===== src/rtl/ibex_rf_writeback.sv =====
// Writeback stage in front of the register file write port.
// Holds one retiring instruction; loads/stores wait for the LSU.
module ibex_rf_writeback #(
    parameter int unsigned DataWidth     = 32,
    parameter int unsigned TimeoutCycles = 255
) (
    input  logic                 clk_i,
    input  logic                 rst_ni,
    input  logic                 en_wb_i,
    input  logic [1:0]           instr_type_wb_i,
    input  logic [4:0]           rf_waddr_id_i,
    input  logic [DataWidth-1:0] rf_wdata_id_i,
    input  logic                 rf_we_id_i,
    input  logic                 dummy_instr_id_i,
    input  logic                 lsu_resp_valid_i,
    input  logic                 lsu_resp_err_i,
    input  logic [DataWidth-1:0] lsu_rdata_i,
    output logic                 ready_wb_o,
    output logic [4:0]           rf_waddr_wb_o,
    output logic [DataWidth-1:0] rf_wdata_wb_o,
    output logic                 rf_we_wb_o,
    output logic                 dummy_instr_wb_o,
    output logic                 rf_write_wb_o,
    output logic                 outstanding_load_wb_o,
    output logic                 instr_done_wb_o,
    output logic                 lsu_timeout_o
);

    localparam logic [1:0] IDLE     = 2'd0;
    localparam logic [1:0] HOLD_REG = 2'd1;
    localparam logic [1:0] WAIT_LSU = 2'd2;

    localparam logic [1:0] T_REG   = 2'd0;
    localparam logic [1:0] T_LOAD  = 2'd1;
    localparam logic [1:0] T_STORE = 2'd2;

    localparam bit         WdogEn      = (TimeoutCycles != 0);
    localparam logic [7:0] TimeoutLast = 8'(TimeoutCycles - 1);

    logic [1:0]           state_q, state_d;
    logic [4:0]           waddr_q, waddr_d;
    logic [DataWidth-1:0] wdata_q, wdata_d;
    logic                 we_q, we_d;
    logic [1:0]           type_q, type_d;
    logic                 dummy_q, dummy_d;
    logic [7:0]           cnt_q, cnt_d;

    logic idle_st, hold_st, wait_st;
    logic resp, timeout, done, accept, is_load;
    logic [1:0] new_type;

    assign idle_st = (state_q == IDLE);
    assign hold_st = (state_q == HOLD_REG);
    assign wait_st = (state_q == WAIT_LSU);
    assign is_load = (type_q == T_LOAD);

    // A response on the expiry cycle takes priority over the watchdog.
    assign resp    = wait_st & lsu_resp_valid_i;
    assign timeout = WdogEn & wait_st & ~lsu_resp_valid_i
                   & (cnt_q == TimeoutLast);
    assign done    = hold_st | resp | timeout;
    assign accept  = en_wb_i & ready_wb_o;

    assign new_type = (instr_type_wb_i == 2'd3) ? T_REG : instr_type_wb_i;

    assign ready_wb_o            = idle_st | done;
    assign instr_done_wb_o       = done;
    assign lsu_timeout_o         = timeout;
    assign rf_waddr_wb_o         = waddr_q;
    assign rf_write_wb_o         = ~idle_st & we_q;
    assign outstanding_load_wb_o = wait_st & is_load;
    assign dummy_instr_wb_o      = ~idle_st & dummy_q;

    // Load data goes straight from the LSU to the write port.
    assign rf_we_wb_o    = (hold_st & we_q)
                         | (resp & is_load & we_q & ~lsu_resp_err_i);
    assign rf_wdata_wb_o = (resp & is_load) ? lsu_rdata_i : wdata_q;

    always_comb begin
        state_d = state_q;
        waddr_d = waddr_q;
        wdata_d = wdata_q;
        we_d    = we_q;
        type_d  = type_q;
        dummy_d = dummy_q;
        cnt_d   = cnt_q;
        if (accept) begin
            waddr_d = rf_waddr_id_i;
            wdata_d = rf_wdata_id_i;
            we_d    = rf_we_id_i;
            type_d  = new_type;
            dummy_d = dummy_instr_id_i;
            cnt_d   = 8'd0;
            state_d = (new_type == T_LOAD || new_type == T_STORE)
                    ? WAIT_LSU : HOLD_REG;
        end else if (done) begin
            state_d = IDLE;
        end else if (wait_st && cnt_q != 8'hFF) begin
            cnt_d = cnt_q + 8'd1;
        end
    end

    always_ff @(posedge clk_i or negedge rst_ni) begin
        if (!rst_ni) begin
            state_q <= IDLE;
            waddr_q <= '0;
            wdata_q <= '0;
            we_q    <= 1'b0;
            type_q  <= T_REG;
            dummy_q <= 1'b0;
            cnt_q   <= '0;
        end else begin
            state_q <= state_d;
            waddr_q <= waddr_d;
            wdata_q <= wdata_d;
            we_q    <= we_d;
            type_q  <= type_d;
            dummy_q <= dummy_d;
            cnt_q   <= cnt_d;
        end
    end

`ifndef SYNTHESIS
    logic stray_ok_q;

    always_ff @(posedge clk_i or negedge rst_ni) begin
        if (!rst_ni) stray_ok_q <= 1'b0;
        else         stray_ok_q <= timeout;
    end

    a_en_ready: assert property (
        @(posedge clk_i) disable iff (!rst_ni)
        en_wb_i |-> ready_wb_o);

    a_no_stray: assert property (
        @(posedge clk_i) disable iff (!rst_ni)
        lsu_resp_valid_i |-> (wait_st | stray_ok_q));
`endif

endmodule


===== config.mk =====
export PLATFORM = sky130hd
export DESIGN_NAME = ibex_rf_writeback
export DESIGN_NICKNAME = d
export VERILOG_FILES = /design/src/rtl/ibex_rf_writeback.sv
export SDC_FILE = /design/constraint.sdc
export NUM_CORES = 1
export LEC_CHECK = 0
export ABC_AREA = 1
export CAP_MARGIN = 15
export CORE_MARGIN = 2
export CORE_UTILIZATION = 45
export DETAILED_ROUTE_END_ITERATION = 12
export PLACE_DENSITY = 0.84
export REMOVE_ABC_BUFFERS = 1
export SLEW_MARGIN = 20
export SYNTH_ARGS = -nofsm -noshare
export SYNTH_HDL_FRONTEND = slang
export SYNTH_SLANG_ARGS = --single-unit
export TNS_END_PERCENT = 5

===== constraint.sdc =====
create_clock -name clk_i -period 4.2 [get_ports clk_i]
set_input_delay 0.84 -clock clk_i [delete_from_list [all_inputs] [get_ports clk_i]]
set_output_delay 0.84 -clock clk_i [all_outputs]
set_load 0.05 [all_outputs]

==> summary.txt, run 1 <==
Outcome
  – Status: completed

Floorplanning
  – Std-Cell Rows: 28
  – Die footprint: about 0.0066 mm2
  – Die X: 81.45 um
  – Initial core utilization: 46.13%
  – # IOs: 122
  – CORE AREA: 0.005851 mm2
  – Chip Height: 81.45 um

Worst setup path
  – Crit path largest cell delay: roughly 0.87 ns
  – Reg-to-Reg Start: cnt_q[0]$_DFFE_PN0P_
  – Worst path slowest cell: clkdlybuf4s50_1
  – Setup crit start: lsu_resp_valid_i
  – Crit path cell chain: clkdlybuf4s50_1 > inv_1 > nand2_1 > nor4b_1 > clkdlybuf4s50_1
  – Reg-to-reg slack, setup: 1.94 ns
  – Setup Crit Path Kind: primary input to primary output
  – Most used cell along the critical path: clkdlybuf4s50_1
  – Worst setup path end: lsu_timeout_o
  – Max FO, Critical Path: 2
  – FF-to-FF End: state_q[0]$_DFFE_PN0P_
  – Worst Path Required: 3.36 ns
  – Worst setup EP type: primary output
  – Startpoint Class: primary input
  – CP arrival: 2.69 ns
  – R2R cell count: 10

Timing
  – Clock Skew: 0.008487 ns
  – Final hold violations: 0
  – Final period util: between 80% and 90%
  – Achievable Freq: around 280 MHz
  – Slew at the pin closest to its max-slew limit: 0.6323 ns
  – TNS Setup: 0 ns
  – Final Setup Violations: 0
  – Final Slew Violations: 0
  – Worst relative slew slack: ~58%
  – Tmin final: 3.527 ns
  – RSZ-0062 raised after global routing: no

Power
  – Worst IR Drop VDD: 0.5132 mV
  – Pleak: 1.990 nW
  – Pwr Density: 769.4 mW/mm2
  – Total Power: 3.071 mW

Yosys
  – Most common cell in the netlist: nand2_1
  – Synth top area share: 47.29%
  – Ys async rst share: 100.0%
  – Top cells by count, synth: nand2_1 (147), dfrtp_1 (51), mux2_2 (32)
  – Post-Syn Area: 0.002699 mm2
  – Avg Cell Area, Syn: 8.460 um2
  – Flops & latches, synth: roughly 50
  – Synth warn: 0
  – Yosys top cell by area: dfrtp_1
  – Seq/Total Area, Yosys: 47.29%
  – Post-synth EDFFs: 0
  – Main area contributors after synthesis: dfrtp_1 (47%), nand2_1 (20%), mux2_2 (13%)
  – Cell count after synthesis: 319
  – Top_reg_cell synth: dfrtp_1
  – Cell variety after synth: 23

Detailed routing
  – Detail Route Antenna Nets: 0
  – Routed WL per cell: 12.71 um
  – DRT iter0 DRCs: 84
  – Drt total wl: 6509 um
  – Via density: 4.699
  – Vias: 2406
  – DR DRC count: 0
  – First-pass iteration count of the detailed router: 5

Cells and area
  – Design area: 0.003991 mm2
  – Final net count: around 520
  – Layout cell share with drive strength beyond 1: 19.68%
  – Antenna diodes: 0
  – Fillers: 452
  – Area growth syn-to-layout: 47.89%
  – Final Core Density: around two thirds

CTS
  – Worst-Skew Late Latency: 0.30 ns
  – CTS clock-pin slew for the worst setup and hold paths: 0.09 ns
  – Number of post-CTS setup repair buffers: 0
  – Worst-case clock buffer depth: 2
  – Post-CTS sizing: 0
  – Root Driver: clkbuf_8
  – TritonCTS clock tree: done
  – Clock sinks: 51
  – Num CTS Buffers: 5
  – Htree depth: 2
  – Post-CTS Hold Fix Bufs: 0

GRT
  – Initial antenna violation count: 0
  – Gr usage total: 20.31%
  – First-pass GRT wire length: around 10000 um
  – Largest net degree at the start of global routing: 53
  – Vias in the first global route: between 2000 and 2500
  – Grt ovf: 0

Place
  – DP Wirelength: 4739 um
  – GP Congestion: between 0.8 and 0.9
  – DP Area: ~0.0039 mm2
  – Port Buf Inserts: 121

Hold path
  – Hold Path Class: flip-flop to flip-flop

Flow run
  – Max Cap Viol: 0
per-layer routing:
layer	routed length [um]	part of all wire [%]	track usage (%)	up-vias
li1	-	-	-	1231
met5	0	0	0	-
met1	2537	39	21.71	1088
met2	3560	55	39.26	81
met4	61	0.94	6.102	0
met3	350	5.4	4.615	6
sequential cells by signal (all words and copies together) (netlist names):
register and flops:
rf_waddr_wb_o 5, wdata_q 32, type_q 2, dummy_q 1, we_q 1, cnt_q 8, state_q 2
critical path, delay by kind of cell:
family                 cells  cell delay (ns)
buffers and inverters      3             1.39
AND/OR/NAND/NOR            2             0.46
cells in the final DEF, fill, tap and decap left out:
cell type          n
nor2_1            14
o22ai_1            1
nand2_2            1
nand3_2            2
o211ai_1           4
buf_4             34
o21ai_0            2
o21ai_1            3
nor2_2             3
xor2_1             3
nor2_4             1
inv_2              3
clkdlybuf4s50_1   87
buf_12             1
ha_1               4
inv_4              1
mux2_2            32
nand4_1            6
nand2_4            1
clkbuf_8           5
nand2_1          147
nand3_1            5
nor4b_1            1
nor3_1             1
bufinv_16          2
dfrtp_1           51
inv_1             21
clkbuf_1           1
worst min path at each step:
stage                                 startpoint                            to  cells past startpoint  slack, ns
CTS                 rf_waddr_wb_o[2]$_DFFE_PN0P_  rf_waddr_wb_o[2]$_DFFE_PN0P_                      2       0.49
finish                    wdata_q[0]$_DFFE_PN0P_        wdata_q[0]$_DFFE_PN0P_                      2       0.49
global placement          wdata_q[0]$_DFFE_PN0P_        wdata_q[0]$_DFFE_PN0P_                      2       0.46
detailed placement  rf_waddr_wb_o[2]$_DFFE_PN0P_  rf_waddr_wb_o[2]$_DFFE_PN0P_                      2       0.46
floorplan                 wdata_q[0]$_DFFE_PN0P_        wdata_q[0]$_DFFE_PN0P_                      2       0.44
global route        rf_waddr_wb_o[1]$_DFFE_PN0P_  rf_waddr_wb_o[1]$_DFFE_PN0P_                      2       0.51
cells by family (layout without fill, tap and decap cells):
kind of cell             count (synthesis)  after routing  synth area share (%)
buffers and inverters                   37            155                 6.723
AO/OA/AOI/OAI                           10             10                 2.272
AND/OR/NAND/NOR                        182            182                 27.54
multiplexers                            32             32                 13.35
adder cells (fa/ha/maj)                  4              4                 1.855
XOR/XNOR                                 3              3                0.9738
flip-flops                              51             51                 47.29
metrics by stage:
stage / cells / setup WS [ns] / hold slack [ns]
6_report: 512 / 0.6734 / 0.4876
5_1_grt: 512 / 0.5974 / 0.5099
4_1_cts: 512 / 0.6935 / 0.4891
3_5_place_dp: 504 / 0.7693 / 0.4639
3_3_place_gp: 504 / 0.7930 / 0.4581
2_1_floorplan: 307 / 0.6463 / 0.4450
cell type report:
type                            instances  area [um2]  area share, %
Clock buffer                            6       72.57          1.818
Clock inverter                          2       60.06          1.505
Inverter                               25       96.34          2.414
Multi-Input combinational cell        231        1246          31.22
Sequential cell                        51        1276          31.97
Tap cell                               75       93.84          2.351
Timing Repair Buffer                  122        1146          28.71
power breakdown:
group | switching (mW) | total (mW) | internal [mW]
Combinational | 1.24 | 1.85 | 0.615
Sequential | 0.130 | 0.828 | 0.698
Clock | 0.155 | 0.393 | 0.238
Total | 1.52 | 3.07 | 1.55
Note: power is estimated with default switching activity, not from simulation.
==> run 2: changes to the inputs <==
--- a/config.mk
+++ b/config.mk
@@ -8,9 +8,9 @@
 export ABC_AREA = 1
 export CAP_MARGIN = 15
 export CORE_MARGIN = 2
-export CORE_UTILIZATION = 45
+export CORE_UTILIZATION = 38
 export DETAILED_ROUTE_END_ITERATION = 12
-export PLACE_DENSITY = 0.84
+export PLACE_DENSITY = 0.75
 export REMOVE_ABC_BUFFERS = 1
 export SLEW_MARGIN = 20
 export SYNTH_ARGS = -nofsm -noshare
==> constraint.sdc (replaced) <==
create_clock -name clk_i -period 3.1 [get_ports clk_i]
set_input_delay 0.62 -clock clk_i [delete_from_list [all_inputs] [get_ports clk_i]]
set_output_delay 0.62 -clock clk_i [all_outputs]
set_load 0.05 [all_outputs]
==> summary.txt, run 2 (same netlist as run 1, synthesis figures left out) <==
Power
  – Total Power: 4.036 mW (+31%)
  – Pwr Density: 1010 mW/mm2 (+31%)
  – Worst IR Drop VDD: 0.6489 mV (+26%)
  – Pleak: 1.988 nW (about the same)

GRT
  – Largest net degree at the start of global routing: 46 (-13%)
  – Vias in the first global route: 2447 (-0.53%)
  – Grt ovf: 0 (unchanged)
  – Initial antenna violation count: 0 (unchanged)
  – First-pass GRT wire length: 10670 um (+2.0%)
  – Gr usage total: 17.13% (-3.2 points)

CTS
  – TritonCTS clock tree: done
  – Root Driver: clkbuf_8
  – Worst-Skew Late Latency: 0.29 ns (about the same)
  – Number of post-CTS setup repair buffers: 0 (unchanged)
  – Worst-case clock buffer depth: 2 (unchanged)
  – CTS clock-pin slew for the worst setup and hold paths: 0.09 ns (about the same)
  – Post-CTS Hold Fix Bufs: 0 (unchanged)
  – Htree depth: 2 (unchanged)
  – Clock sinks: 51 (unchanged)
  – Num CTS Buffers: 5 (unchanged)
  – Post-CTS sizing: 0 (unchanged)

Detailed routing
  – Drt total wl: 6671 um (+2.5%)
  – Vias: 2433 (+1.1%)
  – First-pass iteration count of the detailed router: 4 (-1)
  – Routed WL per cell: 12.47 um (-1.9%)
  – DR DRC count: 0 (unchanged)
  – DRT iter0 DRCs: 162 (+93%)
  – Detail Route Antenna Nets: 0 (unchanged)
  – Via density: 4.548 (-3.2%)

Place
  – Port Buf Inserts: 121 (unchanged)
  – GP Congestion: 0.8431 (+1.9%)
  – DP Wirelength: 4918 um (+3.8%)
  – Placed insts: 527 (+4.6%)
  – DP Area: 0.003902 mm2 (+1.1%)

Worst setup path
  – Max FO, Critical Path: 33 (+31)
  – Worst path slowest cell: clkdlybuf4s50_1
  – Crit path largest cell delay: 0.48 ns (-0.39 ns)
  – CP arrival: 2.18 ns (-0.51 ns)
  – Buf/Inv on CP: 3 (unchanged)
  – Crit path max-delay family: buffers and inverters
  – Worst setup EP type: primary output
  – Setup Crit Path Kind: primary input to primary output
  – Crit path cell chain: clkdlybuf4s50_1 > nand3_1 > nor2_4 > buf_12 > mux2_2 > buf_4
  – Worst Path Required: 2.48 ns (-0.88 ns)
  – Startpoint Class: primary input

Floorplanning
  – Initial core utilization: 39.51% (-6.6 points)
  – Chip Height: 88.28 um (+8.4%)
  – # IOs: 122 (unchanged)
  – CORE AREA: 0.006832 mm2 (+17%)
  – Die X: 88.28 um (+8.4%)
  – Die footprint: 0.007792 mm2 (+17%)
  – Std-Cell Rows: 30 (+7.1%)

Cells and area
  – Top reg by flops: wdata_q
  – Area growth syn-to-layout: 48.12%
  – Final net count: 520 (+0.39%)
  – Most common cell after layout, fill and taps aside: nand2_1
  – Antenna diodes: 0 (unchanged)
  – Post-Layout Cell Count: 535 (+4.5%)
  – Max reg flops: 32 (unchanged)
  – Layout cell share with drive strength beyond 1: 20.73% (+1.0 points)
  – Fillers: 661 (+46%)
  – Most frequent cells in the layout: nand2_1 (147), clkdlybuf4s50_1 (84), dfrtp_1 (51)
  – Design area: 0.003998 mm2 (+0.16%)

Timing
  – Final period util: 90.20%
  – Slew at the pin closest to its max-slew limit: 0.5095 ns (-0.1228 ns)
  – Tmin final: 2.796 ns
  – Worst relative slew slack: 65.93% (+8.1 points)
  – Final Setup Violations: 0 (unchanged)
  – RSZ-0062 raised after global routing: no
  – Final Slew Violations: 0 (unchanged)
  – Final hold violations: 0 (unchanged)
  – Clock Skew: 0.004212 ns (-0.004275 ns)
  – Min Hold Slack: 0.1870 ns (-0.3006 ns)
  – Achievable Freq: 357.6 MHz

Hold path
  – Hold Path Class: primary input to asynchronous set/reset pin

Outcome
  – Status: completed

Flow run
  – Max Cap Viol: 0 (unchanged)
[run 2: changes by cell type in the layout (fill, tap and decap cells not counted), sizes merged]
| cell | before | now |
|---|---|---|
| buf | 35 | 40 |
| bufinv | 2 | 0 |
| clkinv | 0 | 1 |
| clkdlybuf4s50 | 87 | 84 |
| clkbuf | 6 | 7 |
[run 2: worst reg2reg max path: stages, from the launching register on]
cell	delay, ns
dfrtp_1	0.45
inv_1	0.08
ha_1	0.16
nand2_1	0.08
nor2_1	0.13
nand3_2	0.11
nand3_2	0.12
nand2_4	0.22
inv_4	0.43
o21ai_0	0.15
[run 2: per-stage QoR]
stage / setup slack [ns] / TNS (ns) / utilization [%]
2_1_floorplan: -0.01366 / -0.01366 / -
3_3_place_gp: 0.3167 / 0 / 57.12
3_5_place_dp: 0.3008 / 0 / 57.12
4_1_cts: 0.2914 / 0 / 58.52
5_1_grt: 0.2340 / 0 / 58.52
6_report: 0.3037 / 0 / 58.52
[run 2: where the power goes]
part / switching, mW / internal, mW / leakage (nW) / total (mW)
Clock: 0.212 / 0.183 / 0.0484 / 0.396
Sequential: 0.168 / 0.946 / 0.639 / 1.11
Combinational: 1.69 / 0.837 / 1.30 / 2.53
[run 2: worst paths after layout]
kind / startpoint / to / slack [ns] / cells past startpoint
min reg2reg: wdata_q[12]$_DFFE_PN0P_ / wdata_q[12]$_DFFE_PN0P_ / 0.48 / 2
min: rst_ni / we_q$_DFFE_PN0P_ / 0.19 / 1
min in group clk_i: wdata_q[12]$_DFFE_PN0P_ / wdata_q[12]$_DFFE_PN0P_ / 0.48 / 2
max: lsu_resp_valid_i / rf_wdata_wb_o[1] / 0.30 / 6
max in group asynchronous: rst_ni / cnt_q[5]$_DFFE_PN0P_ / 2.12 / 2
max reg2reg: cnt_q[0]$_DFFE_PN0P_ / dummy_q$_DFFE_PN0P_ / 1.04 / 9
[run 2: per-layer routing]
layer | track usage (%) | wire, um | vias up | share of wire, %
met5 | 0 | 0 | - | 0
met4 | 4.132 | 48 | 0 | 0.72
met3 | 3.825 | 446 | 5 | 6.7
met2 | 30.21 | 3323 | 80 | 50
met1 | 21.40 | 2853 | 1106 | 43
li1 | - | - | 1242 | -
[run 2: area by class of cell]
type,instances,area [um2],share of cell area (%)
inverters,25,96.34,2.410
multi-input cells,231,1246,31.17
flip-flops and latches,51,1276,31.92
well taps,96,120.1,3.005
clock buffers,7,86.33,2.160
clock inverters,1,8.758,0.2191
repair buffers,124,1164,29.11
==> run 3: changes to the inputs <==
--- a/config.mk
+++ b/config.mk
@@ -8,9 +8,10 @@
 export ABC_AREA = 1
 export CAP_MARGIN = 15
 export CORE_MARGIN = 2
-export CORE_UTILIZATION = 38
+export CORE_UTILIZATION = 39
+export CTS_BUF_LIST = sky130_fd_sc_hd__clkbuf_4
 export DETAILED_ROUTE_END_ITERATION = 12
-export PLACE_DENSITY = 0.75
+export PLACE_DENSITY = 0.77
 export REMOVE_ABC_BUFFERS = 1
 export SLEW_MARGIN = 20
 export SYNTH_ARGS = -nofsm -noshare
==> summary.txt, run 3 (same netlist as run 1, synthesis figures left out) <==
CTS
  – Worst-Skew Late Latency: 0.36 ns (+0.07 ns)
  – CTS clock-pin slew for the worst setup and hold paths: 0.15 ns (+0.06 ns)
  – Number of post-CTS setup repair buffers: 0 (unchanged)
  – Htree depth: 2 (unchanged)
  – Post-CTS sizing: 0 (unchanged)
  – Num CTS Buffers: 5 (unchanged)
  – Clock sinks: 51 (unchanged)
  – Post-CTS Hold Fix Bufs: 0 (unchanged)
  – TritonCTS clock tree: done
  – Worst-case clock buffer depth: 2 (unchanged)
  – Root Driver: clkbuf_4

Timing
  – Final Slew Violations: 0 (unchanged)
  – Final hold violations: 0 (unchanged)
  – Tmin final: 2.810 ns (+0.01377 ns)
  – Achievable Freq: 355.9 MHz (-0.49%)
  – Final Setup Violations: 0 (unchanged)
  – Clock Skew: 0.005902 ns (+0.001690 ns)
  – RSZ-0062 raised after global routing: no
  – Slew at the pin closest to its max-slew limit: 0.5209 ns (+0.01145 ns)
  – Worst relative slew slack: 65.16% (-0.77 points)
  – Final Worst Setup Slack: 0.2899 ns (-0.01377 ns)
  – Min Hold Slack: 0.2161 ns (+0.02904 ns)
  – Final period util: 90.65% (+0.44 points)

Cells and area
  – Post-Layout Cell Count: 520 (-2.8%)
  – Fillers: 641 (-3.0%)
  – Area growth syn-to-layout: 46.73%
  – Most common cell after layout, fill and taps aside: nand2_1
  – Layout cell share with drive strength beyond 1: 21.14% (+0.41 points)
  – Most frequent cells in the layout: nand2_1 (147), clkdlybuf4s50_1 (84), dfrtp_1 (51)
  – Final Core Density: 58.61% (+0.095 points)
  – Antenna diodes: 0 (unchanged)
  – Max reg flops: 32 (unchanged)
  – Top reg by flops: wdata_q
  – Final net count: 521 (+0.19%)

Power
  – Total Power: 3.974 mW (-1.5%)
  – Switching power: 2.076 mW (+0.29%)
  – Worst IR Drop VDD: 0.5668 mV (-13%)
  – Clock share of power: 7.7% (-2.1 points)
  – Pwr Density: 1004 mW/mm2 (-0.59%)
  – Sequential power share: 28.1% (+0.5 points)
  – Combinational power share: 64.2% (+1.6 points)
  – Pleak: 1.980 nW (-0.37%)
  – Internal power: 1.899 mW (-3.4%)
  – Switch share: 52.23% (+0.94 points)

Floorplanning
  – Die X: 87.19 um (-1.2%)
  – Chip Height: 87.19 um (-1.2%)
  – Initial core utilization: 39.94% (+0.44 points)
  – Die footprint: 0.007601 mm2 (-2.5%)
  – # IOs: 122 (unchanged)
  – Std-Cell Rows: 30 (unchanged)
  – CORE AREA: 0.006756 mm2 (-1.1%)

Detailed routing
  – DRT iter0 DRCs: 114 (-30%)
  – Drt total wl: 6805 um (+2.0%)
  – First-pass iteration count of the detailed router: 4 (unchanged)
  – Routed WL per cell: 13.09 um (+5.0%)
  – Vias: 2458 (+1.0%)
  – Detail Route Antenna Nets: 0 (unchanged)
  – DR DRC count: 0 (unchanged)
  – Via density: 4.727 (+3.9%)

Worst setup path
  – Worst Path Required: 2.48 ns (about the same)
  – Startpoint Class: primary input
  – Max FO, Critical Path: 15 (-55%)
  – Worst setup EP type: primary output
  – CP arrival: 2.19 ns (about the same)
  – Setup Crit Path Kind: primary input to primary output

Place
  – Port Buf Inserts: 121 (unchanged)
  – DP Wirelength: 5105 um (+3.8%)
  – Placed insts: 512 (-2.8%)
  – GP Congestion: 0.8550 (+1.4%)
  – Setup slack at placement: 0.2964 ns (-0.004343 ns)

GRT
  – First-pass GRT wire length: 11140 um (+4.4%)
  – Initial antenna violation count: 0 (unchanged)
  – Largest net degree at the start of global routing: 46 (unchanged)
  – Gr usage total: 18.51% (+1.4 points)
  – Grt ovf: 0 (unchanged)
  – Vias in the first global route: 2510 (+2.6%)

Hold path
  – Hold Path Class: primary input to asynchronous set/reset pin

Flow run
  – Max Cap Viol: 0 (unchanged)

Outcome
  – Status: completed
==> run 3: critical path, stage by stage <==
cell             delay, ns
clkdlybuf4s50_1       0.48
nand3_1               0.14
nor2_4                0.14
buf_4                 0.24
mux2_2                0.37
buf_4                 0.19
==> run 3: area by class of cell <==
type / count / area (um2) / area share (%)
clock buffers: 6 / 45.04 / 1.137
clock inverters: 2 / 12.51 / 0.3160
inverters: 25 / 96.34 / 2.433
multi-input cells: 231 / 1246 / 31.47
flip-flops and latches: 51 / 1276 / 32.23
well taps: 80 / 100.1 / 2.528
repair buffers: 125 / 1184 / 29.89
==> run 3: worst paths after layout <==
kind | start | endpoint | slack, ns | depth (start not counted)
setup / recovery | lsu_resp_valid_i | rf_wdata_wb_o[11] | 0.29 | 6
hold / removal | rst_ni | wdata_q[13]$_DFFE_PN0P_ | 0.22 | 1
setup reg to reg | cnt_q[0]$_DFFE_PN0P_ | we_q$_DFFE_PN0P_ | 0.99 | 10
hold reg to reg | rf_waddr_wb_o[2]$_DFFE_PN0P_ | rf_waddr_wb_o[2]$_DFFE_PN0P_ | 0.49 | 2
max in group asynchronous | rst_ni | dummy_q$_DFFE_PN0P_ | 2.11 | 2
min in group clk_i | rf_waddr_wb_o[2]$_DFFE_PN0P_ | rf_waddr_wb_o[2]$_DFFE_PN0P_ | 0.49 | 2
==> run 3: power by group through the flow <==
stage	Sequential [mW]	Combinational, mW	Clock, mW
finish	1.12	2.55	0.306
global route	1.15	2.73	0.339
CTS	1.12	2.58	0.315
detailed placement	1.13	2.57	0
global placement	1.12	2.53	0
floorplan	1.19	1.67	0
==> run 3: routing by layer <==
layer  share of wire [%]  track usage, %
met1                  43           22.36
met2                  51           33.24
met3                 5.5           4.076
met4                0.93           4.895
met5                   0               0
==> run 3: through the flow <==
stage	setup TNS (ns)	instance area [um2]
after floorplan	-0.01366	2614
after global placement	0	3902
after detailed placement	0	3902
after CTS	0	3960
after global routing	0	3960
final	0	3960
